==> src/rtl/num_char_pkg.sv <==
// Shared definitions for the ASCII <-> number conversion blocks:
// parser state encodings, ASCII constants, result status codes and
// character classification helpers.
package num_char_pkg;

  typedef enum logic [1:0] {
    S_IDLE  = 2'd0,
    S_NUM   = 2'd1,
    S_FLUSH = 2'd2,
    S_DONE  = 2'd3
  } state_t;

  localparam logic [7:0] ZERO  = 8'h30;
  localparam logic [7:0] NINE  = 8'h39;
  localparam logic [7:0] SPACE = 8'h20;
  localparam logic [7:0] CR    = 8'h0D;
  localparam logic [7:0] LF    = 8'h0A;
  localparam logic [7:0] NUL   = 8'h00;
  localparam logic [7:0] MINUS = 8'h2D;

  localparam logic [1:0] ERR_OK  = 2'd0;
  localparam logic [1:0] ERR_OVF = 2'd1;
  localparam logic [1:0] ERR_BAD = 2'd2;

  function automatic logic is_digit(input logic [7:0] c);
    return (c >= ZERO) && (c <= NINE);
  endfunction

  function automatic logic is_term(input logic [7:0] c);
    return (c == SPACE) || (c == CR) || (c == LF) || (c == NUL);
  endfunction

endpackage

==> src/rtl/dec_mac10.sv <==
// Combinational decimal multiply-accumulate: acc*10 + digit, computed
// with four guard bits so the true product is never lost, then compared
// against the caller's limit. On overflow the result is clamped.
module dec_mac10 #(
  parameter int unsigned WIDTH = 32
) (
  input  logic [WIDTH-1:0] acc_i,
  input  logic [3:0]       digit_i,
  input  logic [WIDTH-1:0] limit_i,
  output logic [WIDTH-1:0] acc_o,
  output logic             ovf_o
);

  logic [WIDTH+3:0] acc_wide;
  logic [WIDTH+3:0] prod;

  // acc*10 as (acc<<3)+(acc<<1), plus the new digit, then saturate
  always_comb begin
    acc_wide = {4'b0000, acc_i};
    prod     = (acc_wide << 3) + (acc_wide << 1) + {{WIDTH{1'b0}}, digit_i};
    ovf_o    = prod > {4'b0000, limit_i};
    acc_o    = ovf_o ? limit_i : prod[WIDTH-1:0];
  end

endmodule

==> src/rtl/char2num.sv <==
// Streaming ASCII-decimal parser. Digits accumulate into a binary value;
// a terminator (space, CR, LF, NUL) publishes the value with a status
// code as a one-cycle valid_o pulse. Any other character poisons the
// field until its terminator.
// Optional feature macro: CHAR2NUM_SIGN_EN enables a leading '-' and
// two's-complement output with signed saturation.
module char2num
  import num_char_pkg::*;
#(
  parameter int unsigned WIDTH = 32
) (
  input  logic             CLK,
  input  logic             RST,
  input  logic [7:0]       char_i,
  input  logic             valid_i,
  output logic             ready_o,
  output logic [WIDTH-1:0] num_o,
  output logic [1:0]       err_o,
  output logic             valid_o
);

  state_t           state_q, state_d;
  logic [WIDTH-1:0] acc_q, acc_d;
  logic             ovf_q, ovf_d;
  logic             neg_q, neg_d;
  logic             nodig_q, nodig_d;
  logic [WIDTH-1:0] num_q, num_d;
  logic [1:0]       err_q, err_d;

  logic             accept;
  logic             c_digit;
  logic             c_term;
  logic [WIDTH-1:0] limit;
  logic [WIDTH-1:0] mac_acc;
  logic             mac_ovf;
  logic [WIDTH-1:0] signed_acc;

  dec_mac10 #(.WIDTH(WIDTH)) u_mac (
    .acc_i   (acc_q),
    .digit_i (char_i[3:0]),
    .limit_i (limit),
    .acc_o   (mac_acc),
    .ovf_o   (mac_ovf)
  );

  // Magnitude limit: full unsigned range, or asymmetric signed range
  always_comb begin
`ifdef CHAR2NUM_SIGN_EN
    limit = neg_q ? {1'b1, {(WIDTH-1){1'b0}}} : {1'b0, {(WIDTH-1){1'b1}}};
`else
    limit = '1;
`endif
    signed_acc = neg_q ? (~acc_q + 1'b1) : acc_q;
  end

  // Parser FSM: classify the accepted character and update field state
  always_comb begin
    state_d = state_q;
    acc_d   = acc_q;
    ovf_d   = ovf_q;
    neg_d   = neg_q;
    nodig_d = nodig_q;
    num_d   = num_q;
    err_d   = err_q;
    accept  = valid_i && (state_q != S_DONE);
    c_digit = is_digit(char_i);
    c_term  = is_term(char_i);

    case (state_q)
      S_IDLE: begin
        if (accept) begin
          if (c_digit) begin
            acc_d   = {{(WIDTH-4){1'b0}}, char_i[3:0]};
            ovf_d   = 1'b0;
            neg_d   = 1'b0;
            nodig_d = 1'b0;
            state_d = S_NUM;
          end else if (c_term) begin
            state_d = S_IDLE;
`ifdef CHAR2NUM_SIGN_EN
          end else if (char_i == MINUS) begin
            acc_d   = '0;
            ovf_d   = 1'b0;
            neg_d   = 1'b1;
            nodig_d = 1'b1;
            state_d = S_NUM;
`endif
          end else begin
            state_d = S_FLUSH;
          end
        end
      end
      S_NUM: begin
        if (accept) begin
          if (c_digit) begin
            acc_d   = mac_acc;
            ovf_d   = ovf_q | mac_ovf;
            nodig_d = 1'b0;
          end else if (c_term) begin
            state_d = S_DONE;
            if (nodig_q) begin
              num_d = '0;
              err_d = ERR_BAD;
            end else if (ovf_q) begin
              num_d = signed_acc;
              err_d = ERR_OVF;
            end else begin
              num_d = signed_acc;
              err_d = ERR_OK;
            end
          end else begin
            state_d = S_FLUSH;
          end
        end
      end
      S_FLUSH: begin
        if (accept && c_term) begin
          state_d = S_DONE;
          num_d   = '0;
          err_d   = ERR_BAD;
        end
      end
      default: begin
        state_d = S_IDLE;
      end
    endcase
  end

  // State and result registers with synchronous reset
  always_ff @(posedge CLK) begin
    if (RST) begin
      state_q <= S_IDLE;
      acc_q   <= '0;
      ovf_q   <= 1'b0;
      neg_q   <= 1'b0;
      nodig_q <= 1'b0;
      num_q   <= '0;
      err_q   <= ERR_OK;
    end else begin
      state_q <= state_d;
      acc_q   <= acc_d;
      ovf_q   <= ovf_d;
      neg_q   <= neg_d;
      nodig_q <= nodig_d;
      num_q   <= num_d;
      err_q   <= err_d;
    end
  end

  assign ready_o = (state_q != S_DONE);
  assign valid_o = (state_q == S_DONE);
  assign num_o   = num_q;
  assign err_o   = err_q;

endmodule

==> config.mk <==
export PLATFORM = sky130hd
export DESIGN_NAME = char2num
export DESIGN_NICKNAME = d
export VERILOG_FILES = /design/src/rtl/num_char_pkg.sv /design/src/rtl/dec_mac10.sv /design/src/rtl/char2num.sv
export SDC_FILE = /design/constraint.sdc
export NUM_CORES = 1
export LEC_CHECK = 0
export CAP_MARGIN = 20
export CORE_ASPECT_RATIO = 0.5
export CORE_MARGIN = 3
export CORE_UTILIZATION = 30
export CTS_BUF_LIST = sky130_fd_sc_hd__clkbuf_4
export CTS_CLUSTER_SIZE = 14
export DETAILED_ROUTE_END_ITERATION = 8
export HOLD_SLACK_MARGIN = 0.02
export PLACE_DENSITY = 0.48
export SLEW_MARGIN = 20
export SYNTH_ARGS = -nofsm -noshare
export SYNTH_HDL_FRONTEND = slang
export SYNTH_SLANG_ARGS = --single-unit
==> constraint.sdc <==
create_clock -name CLK -period 8.5 [get_ports CLK]
set_input_delay 2.55 -clock CLK [delete_from_list [all_inputs] [get_ports CLK]]
set_output_delay 2.55 -clock CLK [all_outputs]
set_load 0.01 [all_outputs]
# Yosys cells after proc, flatten, opt, wreduce, memory -nomap -nowiden
# Index checks and enable logic that the tools add are counted.
# word_totals
regBits	69
in_bits	11
output_inout_bits	36
word_cells	68
# classes
addsub	2
order_cmp	3
eq_ne	14
mux	30
n_bitwise	1
reduce_logical	13
# ops
operator	n
$mux W32	9
$pmux W32 S2	2
$add A35 B33 Y36	1
$add A36 B4 Y36	1
$gt A36 B32 Y1 const B	1
$mux W2	10
$eq A8 B4 Y1 const B	2
$ne A2 B2 Y1 const B	8
$reduce_and A5 Y1	2
$eq A8 B6 Y1 const B	1
$ge A8 B6 Y1 const B	1
$le A8 B6 Y1 const B	1
$logic_not A8 Y1	1
$mux W1	6
$pmux W2 S3	1
$eq A2 B2 Y1 const B	2
$pmux W2 S2	1
$reduce_and A4 Y1	1
$reduce_bool A2 Y1	2
$logic_and A1 B1 Y1	3
$logic_or A1 B1 Y1	3
$eq A2 B1 Y1 const B	1
$logic_not A2 Y1	1
$pmux W1 S2	1
$or A1 B1 Y1	1

# Depth between registers and ports, before layout
# logic_depth
word_depth	8
ltp_mapped	12
ltp_nobuf	11

# By module
# A second synthesis with hierarchy kept.
# hier_totals
cells_unflattened	766
area_unflattened_um2	6587.6
# by_module_without_submodules
mod	n_inst	cells_per_inst	area_each_um2	seq_area_each_um2
dec_mac10	1	440	3567.2	0.0
char2num	1	326	3020.4	1381.3

# Worst setup path after synthesis
# No wires, ideal clock.
# synth_path
path_kind	input port to flip-flop
from	in char_i[3]
to	reg acc_q[31]
setup_time_ps	117
t_arrival_ps	5426
required_ps	8383
setup_slack_ps	2957
path_stages	11
n_path_buf	1
path_cell_list	fa_1 -> fa_1 -> a211oi_1 -> o211ai_1 -> nand3_1 -> nand2_1 -> or4b_1 -> a31o_2 -> o31ai_4 -> buf_6 -> nand2_1
# synth_via
elab_chain_cells	6
word_cells_on_any_way	12
classes_between	add/sub: 1; order compare: 3; eq/ne: 2; mux: 4; reduce/logical: 2
# synth_lines
item	line_no	source
start, declared	char2num.sv:14	input logic [7:0] char_i,
$add A36 B4 Y36	dec_mac10.sv:20	prod = (acc_wide << 3) + (acc_wide << 1) + {{WIDTH{1'b0}}, digit_i};
$gt A36 B32 Y1	dec_mac10.sv:21	ovf_o = prod > {4'b0000, limit_i};
$mux W32	dec_mac10.sv:22	acc_o = ovf_o ? limit_i : prod[WIDTH-1:0];
$mux W32	char2num.sv:95	if (c_digit) begin
$mux W32	char2num.sv:94	if (accept) begin
$pmux W32 S2	char2num.sv:69	case (state_q)
end signal, assigned	char2num.sv:133	acc_q <= '0;
end signal, assigned	char2num.sv:141	acc_q <= acc_d;
end, declared	char2num.sv:23	logic [WIDTH-1:0] acc_q, acc_d;
# Parallel ways exist; a longest one is shown, timed or not. The select of a mux whose other input is x is not followed.
# A chain may end at the register's enable or synchronous reset.

# Worst setup path after layout
# layout_path
from	in char_i[3]
to	reg acc_q[15]
# The elaborated chain is that of the path after synthesis.

==> results.md <==
- Outcome: finished, final reports clean
- Seq/Total Area, Yosys: between 20 and 30%
- Grt total ovfl: 0
- Synth cell count leaders: nand2_1, a21oi_1, dfxtp_1
- Die Width: approximately 190 um
- GR Util All Layers: roughly 15%
- Clock Path Buffers: 2
- Final instance area: 5830 sq um
- Synth Area per Inst: 8.27 sq um
- Post-Syn Instances: 604
- Highest net fanout along the worst path: 19
- RSZ-0062 raised after global routing: false
- Area Overhead vs Synth: 16.7%
- Fmax achieved: roughly 160 MHz
- Comb pwr share: 14.5%
- Die H: about 97 um
- Multi-input logic area: between 3000 and 4000 sq um
- First-pass GRT wire length: ~23 mm
- Clock network power share: approximately 38%
- Placeable Area: 15900 sq um
- CP Capture Type: flop
- Layout Nets: about 700
- Leak: roughly 0.0024 uW
- Detail Route Antenna Nets: 0
- Dpl hpwl: roughly 11 mm
- Clk sinks: between 60 and 70
- Max VDD drop: 0.0000533 V
- Final Power: ~690 uW
- Vias per inst: ~5.2
- Layout cells sized above 1: under 10%
- Max stage delay cell, worst path: fa_1
- Count of pins over their slew limit: 0
- Detailed router's first-iteration violation count: 300
- Avg WL per Cell: 16.1 um
- Ranking of synthesized cells by area: dfxtp_1, ha_1, a21oi_1
- Mapped Area: 4990 sq um
- Cell Area, Placed: between 5000 and 6000 sq um
- Sequential Area: between 1000 and 1500 sq um
- Total Wirelength: approximately 14 mm
- Vias in the first global route: around 4.3k
- Hold buffers post-CTS: 0
- Later-pin clock latency in the skew report: ~0.45 ns
- Most common cell in the synthesized netlist: nand2_1
- Fin Setup TNS: 0 ns
- Initial Util: between 30% and 40%
- Setup CP Type: in2reg
- CTS tree: yes
- FF+latch count, synth: 69
- Reg power frac: between 40% and 50%
- Worst slew pin tran: 0.752 ns
- Ys async rst share: 0%
- Root Buffer: clkbuf_4
- DRC violations left: 0
- Syn. warnings: 0
- Port Buffers: 46
- Relative slew slack: 49.7%
- Hold Path Depth: 2
- Syn_nets: roughly 680
- Net Switching: approximately 200 uW
- Number of flops mapped to enable cells by yosys: 0
- Clk slew on worst S/H paths: 0.12 ns
- Routability Congestion: 0.913
- Number of cell rows: 32
- Post-synth top area share: 27.7%
- Distinct cells, synth: around 60
- Critical Path Max Stage Delay: between 0.5 and 0.6 ns
- Hold crit path type: reg2reg
- Crit path DAT: 6.52 ns
- Worst-case clock skew: about 0.020 ns
- CTS Buf Count: 9
- Top Ports: 47
- Fin. Hold Viols: 0
- Largest net degree at the start of global routing: between 40 and 50
- Internal: 492 uW
- First-pass DRT Iterations: 5
- Max-cap violations: 0
- Postcts setup bufs: 0
- Switching share of power: between 20% and 30%
- Predominant post-synthesis flop cell: dfxtp_1
- CP required: slightly below 9 ns
- Vias: between 4k and 5k
- Final worst path period share: 72.9%
- Synth area leader: dfxtp_1
- Worst setup SP type: primary input
- R2R cell count: 11
- H-tree depth: 3
- CTS-repair resized insts: 0
- Pwr Density: 119 nW/um^2
- Final setup fails: 0
- Fin crit period: 6.20 ns
- Number of antenna violations at the first check in global routing: 1
- Crit-path cells: clkdlybuf4s50_1 > fa_1 > fa_1 > a211oi_1 > o211ai_1 > nand3_1 > nand2_1 > or4b_1 > a31o_2 > o31ai_4 > buf_4 > o211ai_1
- Fill count: about 1.7k
- Die area: around 18000 sq um
==> registers in the layout, indices dropped and copies added, names as in the netlist <==
register and cells:
ovf_q 1, state_q 2, err_o 2, acc_q 32, num_o 32
==> metrics by stage <==
stage | std cells | hold WS [ns] | setup WS (ns) | util, %
6_report | 863 | 0.457 | 2.30 | 36.8
5_1_grt | 863 | 0.476 | 2.08 | 36.8
4_1_cts | 862 | 0.462 | 2.28 | 36.7
3_5_place_dp | 846 | 0.444 | 1.81 | 35.7
3_3_place_gp | 846 | 0.437 | 1.90 | 35.7
2_1_floorplan | 604 | 0.431 | 2.96 | -
==> layout make-up <==
class / count / area share (%)
Antenna cell: 1 / 0.0429
Timing Repair Buffer: 52 / 8.67
Clock buffer: 9 / 1.16
Clock inverter: 7 / 1.70
Multi-Input combinational cell: 495 / 59.4
Sequential cell: 69 / 23.7
Inverter: 9 / 0.580
Tap cell: 221 / 4.74
==> layer usage <==
metal / global-route usage (%) / routed length (um)
met5: 0 / 0
met4: 3.72 / 139
met3: 3.17 / 751
met2: 21.3 / 5510
met1: 23.4 / 7490
==> power by group through the flow <==
stage | Sequential, uW | Combinational, uW | Clock, uW
6_report | 331 | 100 | 262
5_1_grt | 332 | 110 | 283
4_1_cts | 331 | 100 | 274
3_5_place_dp | 338 | 100 | 0
3_3_place_gp | 338 | 99.8 | 0
2_1_floorplan | 337 | 70.6 | 0
==> critical path, delay by kind of cell <==
family	cells	cell delay, ns
AND/OR/NAND/NOR	3	0.70
buffers and inverters	2	0.86
adder cells (fa/ha/maj)	2	1.06
AO/OA/AOI/OAI	5	1.33
==> cell usage in the layout (no fill, tap or decap), types with 3 or more instances in the layout <==
cell type	count
a21oi_1	71
o21bai_1	3
a21boi_0	5
o21ai_0	27
o211ai_1	12
inv_1	9
xor2_1	10
o22ai_1	4
dfxtp_1	69
nand4_1	6
clkbuf_4	9
and4_1	3
a211oi_1	4
xnor2_1	18
o21a_1	3
nand2_1	92
a22oi_1	25
nand3_1	7
and3_1	3
nor2_1	29
a21o_1	6
buf_4	6
ha_1	66
a31oi_1	4
or3_1	5
o31a_1	3
nand3b_1	34
o31ai_1	4
clkdlybuf4s50_1	46
nor3_1	6
==> worst paths after layout <==
kind	from	slack, ns	end
worst max-delay path	char_i[3]	2.30	acc_q[15]$_SDFFE_PP0P_
worst min-delay path	num_o[10]$_SDFFE_PP0P_	0.46	num_o[10]$_SDFFE_PP0P_
worst max register to register	acc_q[2]$_SDFFE_PP0P_	4.53	acc_q[15]$_SDFFE_PP0P_
worst min register to register	num_o[10]$_SDFFE_PP0P_	0.46	num_o[10]$_SDFFE_PP0P_
==> kinds of logic (layout without fill, tap and decap cells) <==
kind of cell    Yosys count  in the layout  share of synthesized area, %
xor+xnor                 28             28                          4.91
other cells               0              1                             0
flops                    69             69                          27.7
mux                       2              2                         0.401
buf+inv                  40             77                          3.33
fa+ha+maj                69             69                          17.6
compound gates          196            196                          26.3
simple gates            200            200                          19.8
Note: power is estimated with default switching activity, not from simulation.
